==> src/rtl/detect_event_monitor_if.sv <==
// Bundles the detector-level inputs and the statistics/display outputs of detect_event_monitor.
// master: drives det_in/clear/hold; slave: the monitor itself.
interface detect_event_monitor_if #(
    parameter int NBITS_EVT = 8,
    parameter int NBITS_RUN = 8
);
    logic                 det_in;
    logic                 clear;
    logic                 hold;
    logic                 event_pulse;
    logic [NBITS_EVT-1:0] event_count;
    logic [NBITS_RUN-1:0] run_len;
    logic [NBITS_RUN-1:0] max_run;
    logic [7:0]           SEG;

    modport master (
        output det_in, clear, hold,
        input  event_pulse, event_count, run_len, max_run, SEG
    );

    modport slave (
        input  det_in, clear, hold,
        output event_pulse, event_count, run_len, max_run, SEG
    );
endinterface

==> src/rtl/detect_event_monitor.sv <==
// Counts rising edges of the detector level, tracks current/longest high run, shows the count as two muxed hex digits (EVT_SATURATE_EN: count saturates at FF).
// Latency: statistics and event_pulse 1 cycle after the sampling edge; SEG combinational from registered display state.
// Backpressure: none, every cycle is consumed.
module detect_event_monitor #(
    parameter int NBITS_EVT   = 8,
    parameter int NBITS_RUN   = 8,
    parameter int DISP_PERIOD = 4
) (
    input  logic                   clk_2,
    input  logic                   reset,
    detect_event_monitor_if.slave  bus
);
    localparam int              DIV_W    = (DISP_PERIOD > 1) ? $clog2(DISP_PERIOD) : 1;
    localparam logic [DIV_W-1:0] DIV_LAST = DIV_W'(DISP_PERIOD - 1);

    logic                 r_det_prev;
    logic                 r_event_pulse;
    logic                 r_digit_sel;
    logic [NBITS_EVT-1:0] r_event_count;
    logic [NBITS_EVT-1:0] r_disp_val;
    logic [NBITS_RUN-1:0] r_run_len;
    logic [NBITS_RUN-1:0] r_max_run;
    logic [DIV_W-1:0]     r_div_cnt;

    logic                 w_rise;
    logic [NBITS_EVT-1:0] w_count_nxt;
    logic [NBITS_EVT-1:0] w_disp_nxt;
    logic [NBITS_RUN-1:0] w_run_nxt;
    logic [NBITS_RUN-1:0] w_max_nxt;
    logic [3:0]           w_nibble;
    logic [6:0]           w_glyph;

    always_comb begin
        w_rise      = bus.det_in & ~r_det_prev;
        w_count_nxt = r_event_count;
        w_run_nxt   = '0;
        w_max_nxt   = r_max_run;
        w_disp_nxt  = r_disp_val;
        if (bus.clear) begin
            w_count_nxt = '0;
            w_max_nxt   = '0;
            w_disp_nxt  = '0;
        end else begin
            if (w_rise) begin
`ifdef EVT_SATURATE_EN
                if (r_event_count != '1)
                    w_count_nxt = r_event_count + NBITS_EVT'(1);
`else
                w_count_nxt = r_event_count + NBITS_EVT'(1);
`endif
            end
            if (w_rise)
                w_run_nxt = NBITS_RUN'(1);
            else if (bus.det_in)
                w_run_nxt = (r_run_len == '1) ? r_run_len : r_run_len + NBITS_RUN'(1);
            if (w_run_nxt > r_max_run)
                w_max_nxt = w_run_nxt;
            if (!bus.hold)
                w_disp_nxt = w_count_nxt;
        end
    end

    always_ff @(posedge clk_2) begin
        if (reset) begin
            r_det_prev    <= 1'b0;
            r_event_pulse <= 1'b0;
            r_event_count <= '0;
            r_run_len     <= '0;
            r_max_run     <= '0;
            r_disp_val    <= '0;
            r_div_cnt     <= '0;
            r_digit_sel   <= 1'b0;
        end else begin
            // det_prev keeps sampling through clear so a level held across it is not recounted
            r_det_prev    <= bus.det_in;
            r_event_pulse <= w_rise & ~bus.clear;
            r_event_count <= w_count_nxt;
            r_run_len     <= w_run_nxt;
            r_max_run     <= w_max_nxt;
            r_disp_val    <= w_disp_nxt;
            if (r_div_cnt == DIV_LAST) begin
                r_div_cnt   <= '0;
                r_digit_sel <= ~r_digit_sel;
            end else begin
                r_div_cnt   <= r_div_cnt + DIV_W'(1);
            end
        end
    end

    always_comb begin
        w_nibble = r_digit_sel ? r_disp_val[7:4] : r_disp_val[3:0];
        case (w_nibble)
            4'h0:    w_glyph = 7'h3F;
            4'h1:    w_glyph = 7'h06;
            4'h2:    w_glyph = 7'h5B;
            4'h3:    w_glyph = 7'h4F;
            4'h4:    w_glyph = 7'h66;
            4'h5:    w_glyph = 7'h6D;
            4'h6:    w_glyph = 7'h7D;
            4'h7:    w_glyph = 7'h07;
            4'h8:    w_glyph = 7'h7F;
            4'h9:    w_glyph = 7'h6F;
            4'hA:    w_glyph = 7'h77;
            4'hB:    w_glyph = 7'h7C;
            4'hC:    w_glyph = 7'h39;
            4'hD:    w_glyph = 7'h5E;
            4'hE:    w_glyph = 7'h79;
            default: w_glyph = 7'h71;
        endcase
    end

    assign bus.event_pulse = r_event_pulse;
    assign bus.event_count = r_event_count;
    assign bus.run_len     = r_run_len;
    assign bus.max_run     = r_max_run;
    assign bus.SEG         = {r_digit_sel, w_glyph};
endmodule
==> src/flat_wrapper.sv <==
// flat-port wrapper written by rule: the top's interface ports become plain ports
module detect_event_monitor_flat 
#(
    parameter int NBITS_EVT   = 8,
    parameter int NBITS_RUN   = 8,
    parameter int DISP_PERIOD = 4
)
  (clk_2, reset, bus_det_in, bus_clear, bus_hold, bus_event_pulse, bus_event_count, bus_run_len, bus_max_run, bus_SEG);
  detect_event_monitor_if #(.NBITS_EVT(NBITS_EVT), .NBITS_RUN(NBITS_RUN)) bus_i ();
  input  logic clk_2;
  input  logic reset;
  input wire logic [$bits(bus_i.det_in)-1:0] bus_det_in;
  input wire logic [$bits(bus_i.clear)-1:0] bus_clear;
  input wire logic [$bits(bus_i.hold)-1:0] bus_hold;
  output wire logic [$bits(bus_i.event_pulse)-1:0] bus_event_pulse;
  output wire logic [$bits(bus_i.event_count)-1:0] bus_event_count;
  output wire logic [$bits(bus_i.run_len)-1:0] bus_run_len;
  output wire logic [$bits(bus_i.max_run)-1:0] bus_max_run;
  output wire logic [$bits(bus_i.SEG)-1:0] bus_SEG;
  assign bus_i.det_in = bus_det_in;
  assign bus_i.clear = bus_clear;
  assign bus_i.hold = bus_hold;
  assign bus_event_pulse = bus_i.event_pulse;
  assign bus_event_count = bus_i.event_count;
  assign bus_run_len = bus_i.run_len;
  assign bus_max_run = bus_i.max_run;
  assign bus_SEG = bus_i.SEG;
  detect_event_monitor #(.NBITS_EVT(NBITS_EVT), .NBITS_RUN(NBITS_RUN), .DISP_PERIOD(DISP_PERIOD)) u_core (.clk_2(clk_2), .reset(reset), .bus(bus_i));
endmodule
==> config.mk <==
export PLATFORM = sky130hd
export DESIGN_NAME = detect_event_monitor_flat
export DESIGN_NICKNAME = d
export VERILOG_FILES = /design/src/rtl/detect_event_monitor_if.sv /design/src/rtl/detect_event_monitor.sv /design/src/flat_wrapper.sv
export SDC_FILE = /design/constraint.sdc
export NUM_CORES = 1
export LEC_CHECK = 0
export ABC_AREA = 1
export BUFFER_PORTS_ARGS = -buffer_cell sky130_fd_sc_hd__buf_2
export CORE_AREA = 2 2 67 69
export CTS_CLUSTER_SIZE = 8
export DETAILED_ROUTE_END_ITERATION = 8
export DIE_AREA = 0 0 69 71
export PLACE_DENSITY = 0.77
export SYNTH_ARGS = -nofsm -noshare
export SYNTH_HDL_FRONTEND = slang
export SYNTH_SLANG_ARGS = --single-unit
==> constraint.sdc <==
create_clock -name clk_2 -period 3.6 [get_ports clk_2]
set_clock_uncertainty 0.2 [all_clocks]
set_input_delay 0.36 -clock clk_2 [delete_from_list [all_inputs] [get_ports clk_2]]
set_output_delay 0.36 -clock clk_2 [all_outputs]
set_load 0.01 [all_outputs]
* Yosys cells after proc, flatten, opt, wreduce, memory -nomap -nowiden
Memories as Yosys holds them, arrays and structs flattened.
Index checks and enable logic that the tools add are counted.
Widths: inputs -> output; s select.
** Storage, ports and cells
- Flip-flop bits (word level) :: 37
- Input port bits :: 5
- Memories kept :: 1
- Logic and storage cells :: 28
- Output and inout bits :: 33
- Bits in read-only memories :: 112
** Memory list
- (name not given) :: depth 16, width 7, read ports 1, clocked after memory_dff 0, wr ports 0, line detect_event_monitor.sv:92 : case (w_nibble)
** Cells by class
- Equal/unequal tests :: 2
- Bitwise gates (word level) :: 5
- Add/sub/neg operators :: 3
- Muxes and demuxes :: 6
- Order comparisons :: 1
- Reductions and logical operators :: 2
** Operator list (count)
- $mux 8 :: 5
- $add 8x1->8 const B :: 2
- $eq 8x8->1 const B :: 1
- $gt 8x8->1 :: 1
- $mux 4 :: 1
- $reduce_or 2->1 :: 2
- $not 1->1 :: 3
- $add 2x1->2 const B :: 1
- $and 1x1->1 :: 2
- $eq 2x2->1 const B :: 1

* Logic depth before layout (Yosys ltp)
Gate-level depths: netlist of run 1.
- Depth after elaboration :: 6
- Depth in mapped cells :: 20
- Mapped depth without buffers :: 20

* Worst setup path after synthesis of run 1
OpenSTA, ideal clock, no wires.
- Kind :: register -> register
- From :: reg u_core.r_run_len[0], in the netlist u_core.bus.run_len[0]
- To :: reg u_core.r_max_run[1], in the netlist u_core.bus.max_run[1]
- Buffers on the path :: 1
- Arrival time :: 2029 ps
- Stages on the path, launching flop included :: 16
- Setup slack :: 1256 ps
- Period minus slack after synthesis :: 2344 ps
- Library setup time :: 115 ps
- Cells stage by stage :: dfxtp_1 > ha_1 > nand3_2 > nor2_2 > nand2_1 > nand2_1 > nor2_1 > nor2_2 > ha_1 > nand2_1 > nor2_1 > nand4_1 > clkbuf_1 > nand3_1 > nand2_1 > nor2_1
** On the way
- Cells in the longest elaborated chain, start to end :: 6
- Elaborated cells on any way between the ends :: 7
- Those cells by class :: 1 x add/sub; 1 x order compare; 1 x eq/ne; 4 x mux
** RTL lines
- start: declaration :: line detect_event_monitor.sv:21 : logic [NBITS_RUN-1:0] r_run_len;
- start signal: assignment :: line detect_event_monitor.sv:78 : r_run_len <= w_run_nxt;
- $add 8x1->8 / $eq 8x8->1 (equally long branches) :: line detect_event_monitor.sv:55 : w_run_nxt = (r_run_len == '1) ? r_run_len : r_run_len + NBITS_RUN'(1);
- $mux 8 (*) :: line detect_event_monitor.sv:55
- $mux 8 (*) :: line detect_event_monitor.sv:54 : else if (bus.det_in)
- $mux 8 (*) :: line detect_event_monitor.sv:52 : if (w_rise)
- $mux 8 (*) :: line detect_event_monitor.sv:39 : if (bus.clear) begin
- $gt 8x8->1 :: line detect_event_monitor.sv:56 : if (w_run_nxt > r_max_run)
- end signal: assignment :: line detect_event_monitor.sv:79 : r_max_run <= w_max_nxt;
- end: declaration :: line detect_event_monitor.sv:22 : logic [NBITS_RUN-1:0] r_max_run;
Every way passes the cells marked *; elsewhere a longest branch is shown, timed or not. The select of a mux whose other input is x is not followed.
A chain may end at the register's enable or synchronous reset.

* Final worst setup path of run 1
- From :: reg u_core.r_run_len[0], in the netlist u_core.bus.run_len[0]
- To :: reg u_core.r_max_run[7], in the netlist u_core.bus.max_run[7]
The elaborated chain is that of the path after synthesis.

==> results of run 1 <==
==> final timing paths <==
path | start | endpoint | depth (start not counted)
max reg2reg | u_core.bus.run_len[0] | u_core.bus.max_run[7] | 15
max | u_core.bus.run_len[0] | u_core.bus.max_run[7] | 15
min reg2reg | u_core.r_div_cnt[0] | u_core.r_div_cnt[0] | 1
min | reset | u_core.r_div_cnt[0] | 2
==> metal layers <==
| metal | part of all wire, % | vias to the layer above | routed length (µm) | global-route usage (%) |
|---|---|---|---|---|
| li1 | - | 1044 | - | - |
| met1 | 48 | 871 | 2110 | 23.7 |
| met2 | 45 | 50 | 1980 | 31.8 |
| met3 | 5.1 | 7 | 223 | 5.13 |
| met4 | 1.4 | 0 | 59 | 7.41 |
| met5 | 0 | - | 0 | 0 |
==> flip-flops by register name, summed over array words and instances (netlist names) <==
name / cells
u_core.bus.event_count: 8
u_core.bus.max_run: 8
u_core.bus.run_len: 8
u_core.r_disp_val: 8
u_core.r_div_cnt: 2
u_core.bus.event_pulse: 1
u_core.r_det_prev: 1
u_core.r_digit_sel: 1
==> layout make-up <==
class | instances | area share [%]
inverter | 54 | 8.35
multi-input combinational | 216 | 47.2
sequential | 37 | 30.5
clock buffer | 7 | 3.56
timing repair buffer | 37 | 7.63
tap | 52 | 2.68
==> kinds of logic (layout without fill, tap and decap cells) <==
logic type	after synthesis	count (layout)
buf+inv	62	98
fa+ha+maj	18	18
xor+xnor	7	7
simple gates	155	155
flops	37	37
compound gates	36	36
==> worst register-to-register path, cell delays in order, from the launching register on <==
cell and delay (ps):
dfxtp_1 350, ha_1 240, nand3_2 120, inv_1 80, nand2_1 150, nand3_1 100, nand2_1 90, inv_1 70
ha_1 290, nand2_1 60, nor2_1 110, nand4_1 320, nand2_1 310, nand2_1 80, nand2_1 60, nor2_1 40
==> metrics by stage <==
| stage | setup slack (ps) | util (%) | hold slack [ps] |
|---|---|---|---|
| after floorplan | 1260 | - | 200 |
| after global placement | 959 | 55.7 | 214 |
| after detailed placement | 871 | 55.7 | 234 |
| after CTS | 842 | 57.7 | 80.5 |
| after global routing | 577 | 57.7 | 97.1 |
| final | 817 | 57.7 | 94.2 |
==> power groups by stage <==
stage / clock, W / sequential [W] / combinational [W]
after detailed placement: 0 / 0.000483 / 0.000452
after global placement: 0 / 0.000483 / 0.000446
after floorplan: 0 / 0.000491 / 0.000360
final: 0.000294 / 0.000475 / 0.000451
after global routing: 0.000316 / 0.000479 / 0.000531
after CTS: 0.000303 / 0.000474 / 0.000455
==> cell usage in the layout, fill, tap and decap left out, drive strengths merged <==
cell and count:
buf 37, o21ai 13, ha 18, nand4 2
inv 54, dfxtp 37, nor2 52, nand3 20
or2 2, a31oi 1, clkbuf 7, nor3 3
a21o 1, xor2 2, a21oi 17, o21a 2
xnor2 5, o21bai 1, nand2 74, nand3b 1
nor3b 1, a32oi 1
==> results.ini, run 1 <==
[finish]
n_antenna_cell = 0
nets = 374
fillers = 403
seq_area_um2 = 741
area_growth_pct = 13.9
final_cell_area_mm2 = 0.00243
multi_input_area_mm2 = 0.00115
stdcell_count = 403
drive_above_1_share_pct = 15.4

[route]
routedWlPerCell_um = 10.8
ant_nets = 0
via_per_inst = 4.89
first_pass_iters = 4
drc = 0
vias = 1972
drtIter0Drc = 89
wl_um = 4360

[yosys]
synth.area.mux_share_pct = 0
yosysTopAreaCell = dfxtp_1
dominantRegCellSynth = dfxtp_1
async_flop_share_pct = 0
synth.most_common_cell = nand2_1
synth_xor_area_share_pct = 2.88
synth_compound_area_share_pct = 9.17
mappedNetlistNets = 338
synthAdderAreaFrac_pct = 10.6
synth-simple-area-share_pct = 31.2
avgSynthCellArea_um2 = 6.76
ys_seq_area_share_pct = 34.8
syn_area_mm2 = 0.00213
synth.distinct_cells = 30
synth-edff-count = 0
yosysWarnings = 0
synth_top_area_share_pct = 34.8
syn_inst = 315
synth_area_leaders = dfxtp_1 35%, nand2_1 13%, ha_1 11%
synth-seq-cells = 37
netlist_top_cells_count = 72 x nand2_1, 53 x inv_1, 48 x nor2_1
synth_top_family_by_area = simple AND/OR/NAND/NOR gates

[cts]
cts_root_buf = clkbuf_8
cts_max_level = 2
cts_hold_buf = 0
clk_path_buf_depth = 2
clk_latency_ps = 290
cts_buffers = 5
cts_setup_buffers = 0
clk_pin_slew_ps = 70
cts.sinks = 37
cts_tree = built
cts_resized = 0

[critical_path]
critPathLaunchType = flop
crit_fanout = 11
endpoint_kind = flop
crit_buf_inv = 2
critPathSlowestCell = dfxtp_1
slowest_delay_ps = 350
path_class = reg2reg
worstPathArrival_ps = 2770
crit_chain = ha_1 -> nand3_2 -> inv_1 -> nand2_1 -> nand3_1 -> nand2_1 -> inv_1 -> ha_1 -> nand2_1 -> nor2_1 -> nand4_1 -> nand2_1 -> nand2_1 -> nand2_1 -> nor2_1
cp.required_ps = 3580
cp_top_family = simple AND/OR/NAND/NOR gates
cp_common_cell = nand2_1
reg2reg_slack_ps = 820

[status]
status = complete, no violations

[global_routing]
antenna_found_initial = 0
grt_usage_pct = 19.1
grt_pass1_vias = 1838
grt_start_max_net_pins = 23
grt_pass1_wl_um = 7650
grt_overflow = 0

[job]
cap_violations = 0

[die]
num_io_pins = 38
core_area_mm2 = 0.00420
die_x_um = 69
die_area_mm2 = 0.00490
initial_core_util_pct = 50.7
die_h_um = 71
row_count = 24

[placed_design]
gp_congestion = 0.911
post_dp_cell_area_mm2 = 0.00234
hpwlAfterDp_um = 3370
dpl.cell_count = 396
portBuffers = 37

[power_and_ir_drop]
peakVddDrop_v = 0.000508
netSwitchingFraction_pct = 37.2
internal-power_w = 0.000766
p_per_area_mw_per_mm2 = 503
seq_power_share_pct = 38.9
power_w = 0.00122
clkPwrFrac_pct = 24.1
cellLeakagePower_nw = 1.28
p_sw_w = 0.000453
power_frac_comb_pct = 37.0

[timing]
relSlewSlack_pct = 54.5
post-route-period-util_pct = 77.3
worstMarginPinSlew_ps = 682
finalHoldViolCount = 0
fmax_ghz = 0.359
setup_tns_ps = 0
setup_viol_count_final = 0
layout_min_cycle_time_ps = 2780
rsz0062_at_grt = no
drv_slew = 0

[worst_hold_path]
hp-class = in2reg

No activity file was read; power rests on OpenSTA's default activity.
==> run 2: changes to the inputs <==
--- a/config.mk
+++ b/config.mk
@@ -7,11 +7,11 @@
 export LEC_CHECK = 0
 export ABC_AREA = 1
 export BUFFER_PORTS_ARGS = -buffer_cell sky130_fd_sc_hd__buf_2
-export CORE_AREA = 2 2 67 69
+export CORE_AREA = 2 2 69 71
 export CTS_CLUSTER_SIZE = 8
 export DETAILED_ROUTE_END_ITERATION = 8
-export DIE_AREA = 0 0 69 71
-export PLACE_DENSITY = 0.77
+export DIE_AREA = 0 0 71 73
+export PLACE_DENSITY = 0.76
 export SYNTH_ARGS = -nofsm -noshare
 export SYNTH_HDL_FRONTEND = slang
 export SYNTH_SLANG_ARGS = --single-unit
==> constraint.sdc (replaced) <==
create_clock -name clk_2 -period 2.54 [get_ports clk_2]
set_clock_uncertainty 0.2 [all_clocks]
set_input_delay 0.254 -clock clk_2 [delete_from_list [all_inputs] [get_ports clk_2]]
set_output_delay 0.254 -clock clk_2 [all_outputs]
set_load 0.01 [all_outputs]
==> run 2 against run 1 <==
Compared with the run above: combinational power rose by 76%; first-iteration DRC count rose by 35%; die area rose by 5.8%; critical path depth fell by 1; fmax rose by 10%; power rose by 58%; utilization rose by 0.55 points; hold slack got worse by 66 ps; critical path type unchanged; largest cell class unchanged; highest routed layer unchanged.
==> results.ini, run 2 (synthesized netlist as in run 1, its figures left out) <==
[global_routing]
grt_overflow = 0  ; unchanged
antenna_found_initial = 0  ; unchanged
grt_usage_pct = 19.2  ; was 19.1%
grt_pass1_vias = 1847  ; was 1,838
grt_pass1_wl_um = 7930  ; was 7650 µm
grt_start_max_net_pins = 23  ; unchanged

[die]
core_area_mm2 = 0.00454  ; was 0.00420 mm²
die_area_mm2 = 0.00518  ; was 0.00490 mm²
num_io_pins = 38  ; unchanged
die_x_um = 71  ; was 69 µm
die_h_um = 73  ; was 71 µm
row_count = 25  ; was 24
initial_core_util_pct = 47.0  ; was 50.7%

[critical_path]
critPathSlowestCell = dfxtp_4  ; was dfxtp_1
endpoint_kind = flop  ; unchanged
critPathLaunchType = flop  ; unchanged
slowest_delay_ps = 370  ; was 350 ps
crit_fanout = 5  ; was 11
path_class = reg2reg  ; unchanged
crit_chain = ha_4 -> nand3_4 -> inv_2 -> nand2_4 -> nand3_1 -> nand2_2 -> inv_1 -> ha_1 -> nand2_1 -> nor2_2 -> nand4_1 -> buf_2 -> a21oi_1 -> nor2_1  ; was ha_1 -> nand3_2 -> inv_1 -> nand2_1 -> nand3_1 -> nand2_1 -> inv_1 -> ha_1 -> nand2_1 -> nor2_1 -> nand4_1 -> nand2_1 -> nand2_1 -> nand2_1 -> nor2_1
worstPathArrival_ps = 2520  ; was 2770 ps
cp.required_ps = 2530  ; was 3580 ps

[timing]
fmax_ghz = 0.397  ; was 0.359 GHz
finalHoldViolCount = 0  ; unchanged
setup_viol_count_final = 0  ; unchanged
setup_tns_ps = 0  ; unchanged
worstMarginPinSlew_ps = 721  ; was 682 ps
layout_min_cycle_time_ps = 2520  ; was 2780 ps
drv_slew = 0  ; unchanged
relSlewSlack_pct = 51.9  ; was 54.5%
post-route-period-util_pct = 99.3  ; was 77.3%
whs_ps = 27.7  ; was 94.2 ps

[route]
wl_um = 5130  ; was 4360 µm
ant_nets = 0  ; unchanged
routedWlPerCell_um = 12.3  ; was 10.8 µm
first_pass_iters = 4  ; unchanged
drc = 0  ; unchanged
drtIter0Drc = 120  ; was 89
via_per_inst = 4.97  ; was 4.89
vias = 2071  ; was 1,972

[cts]
cts_root_buf = clkbuf_8  ; unchanged
clk_path_buf_depth = 2  ; unchanged
cts_tree = built  ; unchanged
clk_pin_slew_ps = 80  ; was 70 ps
cts.sinks = 37  ; unchanged
cts_max_level = 2  ; unchanged
cts_buffers = 5  ; unchanged
clk_latency_ps = 300  ; was 290 ps

[worst_hold_path]
hp-class = in2reg  ; unchanged

[finish]
final_cell_area_mm2 = 0.00264  ; was 0.00243 mm²
multi_input_area_mm2 = 0.00125  ; was 0.00115 mm²
nets = 385  ; was 374
mostFrequentLayoutCells = 67 x nand2_1, 50 x inv_1, 45 x nor2_1  ; was 72 x nand2_1, 53 x inv_1, 48 x nor2_1
final_util_pct = 58.3  ; was 57.7%
seq_area_um2 = 752  ; was 741 µm²
n_antenna_cell = 0  ; unchanged
drive_above_1_share_pct = 24.5  ; was 15.4%
final_common_cell = nand2_1  ; unchanged
area_growth_pct = 24.1  ; was 13.9%
fillers = 413  ; was 403

[placed_design]
portBuffers = 37  ; unchanged
gp_congestion = 0.898  ; was 0.911
post_dp_cell_area_mm2 = 0.00239  ; was 0.00234 mm²
hpwlAfterDp_um = 3520  ; was 3370 µm

[status]
status = complete, no violations  ; unchanged

[power_and_ir_drop]
peakVddDrop_v = 0.000806  ; was 0.000508 V
cellLeakagePower_nw = 1.36  ; was 1.28 nW
power_w = 0.00193  ; was 0.00122 W
p_per_area_mw_per_mm2 = 732  ; was 503 mW/mm²

[job]
cap_violations = 0  ; unchanged

run 2: critical path: cells and delay by family (launching register included):
family                     cells  cell delay, ps
AOI/OAI and AO/OA              1             140
adders and majority gates      2             460
buffers and inverters          3             330
DFF                            1             370
and+or+nand+nor                8             900
run 2: timing repair:
action / in CTS / in global routing
resized for setup: 1 / 33
pin swaps: 0 / 5
gates cloned: 0 / 1
hold endpoints to repair: 4 / 0
setup endpoints to repair: 7 / 14
setup buffers: 0 / 2
hold buffers: 1 / 0
run 2: final cells by class:
type	count	area share [%]
timing repair buffer	48	10.3
clock buffer	7	3.65
sequential	37	28.5
multi-input combinational	216	47.2
tap	54	2.56
clock inverter	1	0.189
inverter	54	7.67
run 2: power breakdown:
group	total, W	switching, W	internal [W]	leakage (nW)
logic	0.000794	0.000472	0.000322	1.00
registers	0.000670	0.0000375	0.000632	0.304
clock network	0.000469	0.000224	0.000246	0.0542
run 2: through the flow:
stage                     setup slack, ps  std cells
final                                18.1        417
after global routing                -56.0        417
after CTS                            16.9        414
after detailed placement             71.8        405
after global placement                115        405
after floorplan                       196        315
run 2: final timing paths:
path / startpoint / to / slack [ps] / cells after the start
hold / removal: bus_det_in / u_core.r_det_prev / 30 / 3
setup / recovery: u_core.bus.run_len[1] / u_core.bus.max_run[6] / 20 / 14
hold reg to reg: u_core.r_div_cnt[0] / u_core.r_div_cnt[0] / 240 / 1
setup reg to reg: u_core.bus.run_len[1] / u_core.bus.max_run[6] / 20 / 14
run 2: per-layer routing:
layer | wire (µm) | up-vias | GRT usage [%]
li1 | - | 1066 | -
met1 | 2280 | 951 | 23.3
met2 | 2550 | 45 | 32.5
met3 | 220 | 9 | 4.83
met4 | 87 | 0 | 7.76
met5 | 0 | - | 0
==> run 3: changes to the inputs <==
--- a/config.mk
+++ b/config.mk
@@ -5,13 +5,12 @@
 export SDC_FILE = /design/constraint.sdc
 export NUM_CORES = 1
 export LEC_CHECK = 0
-export ABC_AREA = 1
 export BUFFER_PORTS_ARGS = -buffer_cell sky130_fd_sc_hd__buf_2
-export CORE_AREA = 2 2 69 71
+export CORE_AREA = 2 2 68 70
 export CTS_CLUSTER_SIZE = 8
 export DETAILED_ROUTE_END_ITERATION = 8
-export DIE_AREA = 0 0 71 73
-export PLACE_DENSITY = 0.76
+export DIE_AREA = 0 0 70 72
+export PLACE_DENSITY = 0.77
 export SYNTH_ARGS = -nofsm -noshare
 export SYNTH_HDL_FRONTEND = slang
 export SYNTH_SLANG_ARGS = --single-unit
==> run 3 against run 2 <==
Compared with the run above: the flow now finishes with violations (setup timing); sequential share of layout area up 0.76 points; register-to-register slack got worse by 30 ps; cell area fell by 1.5%; routed wire length fell by 15%; critical path type unchanged; critical endpoint is now u_core.bus.max_run[0]; largest power group is now registers; highest routed layer unchanged.
==> results.ini, run 3 <==
[die]
core_area_mm2 = 0.00426  ; was 0.00454 mm²
num_io_pins = 38  ; unchanged
die_h_um = 72  ; was 73 µm
die_area_mm2 = 0.00504  ; was 0.00518 mm²
initial_core_util_pct = 48.8  ; was 47.0%
die_x_um = 70  ; was 71 µm
row_count = 24  ; was 25

[yosys]
dominantRegCellSynth = dfxtp_1  ; unchanged
yosysWarnings = 0  ; unchanged
avgSynthCellArea_um2 = 8.57  ; was 6.76 µm²
synth.most_common_cell = dfxtp_1  ; was nand2_1
synth-seq-cells = 37  ; unchanged
netlist_top_cells_count = 37 x dfxtp_1, 26 x nand2_1, 23 x inv_1  ; was 72 x nand2_1, 53 x inv_1, 48 x nor2_1
async_flop_share_pct = 0  ; unchanged
yosysTopAreaCell = dfxtp_1  ; unchanged
synth.distinct_cells = 39  ; was 30
syn_area_mm2 = 0.00208  ; was 0.00213 mm²
ys_seq_area_share_pct = 35.6  ; was 34.8%
synth_area_leaders = dfxtp_1 36%, ha_1 11%, mux2i_1 6.7%  ; was dfxtp_1 35%, nand2_1 13%, ha_1 11%
synth-edff-count = 0  ; unchanged
mappedNetlistNets = 266  ; was 338
synth_top_area_share_pct = 35.6  ; was 34.8%
syn_inst = 243  ; was 315

[timing]
relSlewSlack_pct = 67.9  ; was 51.9%
worstMarginPinSlew_ps = 468  ; was 721 ps
fmax_ghz = 0.392  ; was 0.397 GHz
layout_setup_ws_ps = -8.11  ; was 18.1 ps
post-route-period-util_pct = 100  ; was 99.3%
drv_slew = 0  ; unchanged
rsz0062_at_grt = yes
setup_viol_count_final = 1  ; was 0
finalHoldViolCount = 0  ; unchanged
layout_min_cycle_time_ps = 2550  ; was 2520 ps

[power_and_ir_drop]
power_w = 0.00113  ; was 0.00193 W
power_frac_comb_pct = 9.9  ; was 41.1%
netSwitchingFraction_pct = 23.2  ; was 37.9%
cellLeakagePower_nw = 1.18  ; was 1.36 nW
p_per_area_mw_per_mm2 = 432  ; was 732 mW/mm²
peakVddDrop_v = 0.000318  ; was 0.000806 V
internal-power_w = 0.000864  ; was 0.00120 W
p_sw_w = 0.000261  ; was 0.000733 W
clkPwrFrac_pct = 37.0  ; was 24.3%
seq_power_share_pct = 53.2  ; was 34.6%

[cts]
cts_tree = built  ; unchanged
cts_root_buf = clkbuf_8  ; unchanged
clk_latency_ps = 290  ; was 300 ps
clk_path_buf_depth = 2  ; unchanged
cts.sinks = 37  ; unchanged
clk_pin_slew_ps = 70  ; was 80 ps
cts_max_level = 2  ; unchanged
cts_buffers = 5  ; unchanged

[global_routing]
grt_pass1_vias = 1692  ; was 1,847
grt_start_max_net_pins = 22  ; was 23
grt_pass1_wl_um = 7340  ; was 7930 µm
grt_overflow = 0  ; unchanged
grt_usage_pct = 18.1  ; was 19.2%
antenna_found_initial = 0  ; unchanged

[critical_path]
critPathLaunchType = flop  ; unchanged
reg2reg_slack_ps = -8  ; was 20 ps
endpoint_kind = flop  ; unchanged
path_class = reg2reg  ; unchanged
worstRegToRegCells = 9  ; was 14
cp.required_ps = 2530  ; about the same
worstPathArrival_ps = 2530  ; was 2520 ps
crit_fanout = 7  ; was 5

[route]
first_pass_iters = 4  ; unchanged
vias = 1848  ; was 2,071
wl_um = 4380  ; was 5130 µm
routedWlPerCell_um = 12.5  ; was 12.3 µm
drc = 0  ; unchanged
ant_nets = 0  ; unchanged
drtIter0Drc = 82  ; was 120
via_per_inst = 5.30  ; was 4.97

[status]
violations = setup timing
status = finished, violations left  ; was complete, no violations

[finish]
area_growth_pct = 25.1  ; was 24.1%
n_antenna_cell = 0  ; unchanged
final_util_pct = 61.1  ; was 58.3%
final_common_cell = buf_2  ; was nand2_1
mostFrequentLayoutCells = 37 x buf_2, 31 x dfxtp_1, 25 x nand2_1  ; was 67 x nand2_1, 50 x inv_1, 45 x nor2_1
drive_above_1_share_pct = 30.6  ; was 24.5%
nets = 319  ; was 385

[placed_design]
gp_congestion = 0.895  ; was 0.898
portBuffers = 37  ; unchanged
hpwlAfterDp_um = 3260  ; was 3520 µm

[worst_hold_path]
whs_path_depth = 2  ; was 3
hp-class = in2reg  ; unchanged

[job]
cap_violations = 0  ; unchanged

## run 3: layer usage
layer  up-vias  GRT usage [%]  wire length [µm]
li1        939              -                 -
met3        11           6.53               279
met5         -              0                 0
met4         0           6.62                73
met2        56           30.6              2070
met1       842           21.2              1960
## run 3: critical path, cell delays in order, from the launching register on
cell	delay [ps]
dfxtp_4	370
ha_4	180
buf_4	140
nor4b_2	230
a211oi_2	120
ha_1	320
nand4_1	170
a21oi_2	210
o21a_1	170
mux2_2	330
## run 3: layout make-up
cell class,instances,area [µm²]
Fill cell,381,1660
Multi-Input combinational cell,171,1260
Sequential cell,37,761
Timing Repair Buffer,58,345
Clock buffer,8,90.1
Inverter,23,86.3
Tap cell,52,65.1
## run 3: final timing paths
| check | from | to |
|---|---|---|
| max | u_core.bus.run_len[1] | u_core.bus.max_run[0] |
| min | bus_det_in | u_core.r_det_prev |
| max reg2reg | u_core.bus.run_len[1] | u_core.bus.max_run[0] |
| min reg2reg | u_core.r_div_cnt[0] | u_core.r_div_cnt[0] |
## run 3: repair_timing
action | 4_1_cts | 5_1_grt
hold endpoints to repair | 4 | 0
pin swaps | 0 | 6
setup endpoints to repair | 9 | 9
resized for setup | 4 | 13
hold buffers | 1 | 0
buffers inserted | 0 | 6
## run 3: power groups by stage
stage          sequential [W]  combinational, W  clock (W)
2_1_floorplan        0.000611         0.0000756          0
3_3_place_gp         0.000612          0.000103          0
3_5_place_dp         0.000613          0.000105          0
4_1_cts              0.000600          0.000107   0.000426
5_1_grt              0.000600          0.000124   0.000451
6_report             0.000598          0.000111   0.000416
## run 3: logic make-up after synthesis
kind of cell,Yosys count,share of synthesized area (%)
compound gates,40,12.4
xor+xnor,8,3.37
fa+ha+maj,18,10.8
buf+inv,35,7.93
flops,37,35.6
mux,18,9.61
simple gates,87,20.3
## run 3: stage by stage
step / cells / setup TNS, ps / setup slack (ps) / instance area, µm² / hold WS, ps
after global placement: 334 / -25.8 / -23.9 / 2400 / 213
after global routing: 349 / -982 / -155 / 2600 / 76.4
final: 349 / -8.11 / -8.11 / 2600 / 74.4
after CTS: 343 / -5.04 / -5.04 / 2510 / 66.0
after floorplan: 243 / -42.4 / -42.4 / 2130 / 125
after detailed placement: 334 / -129 / -61.4 / 2400 / 224
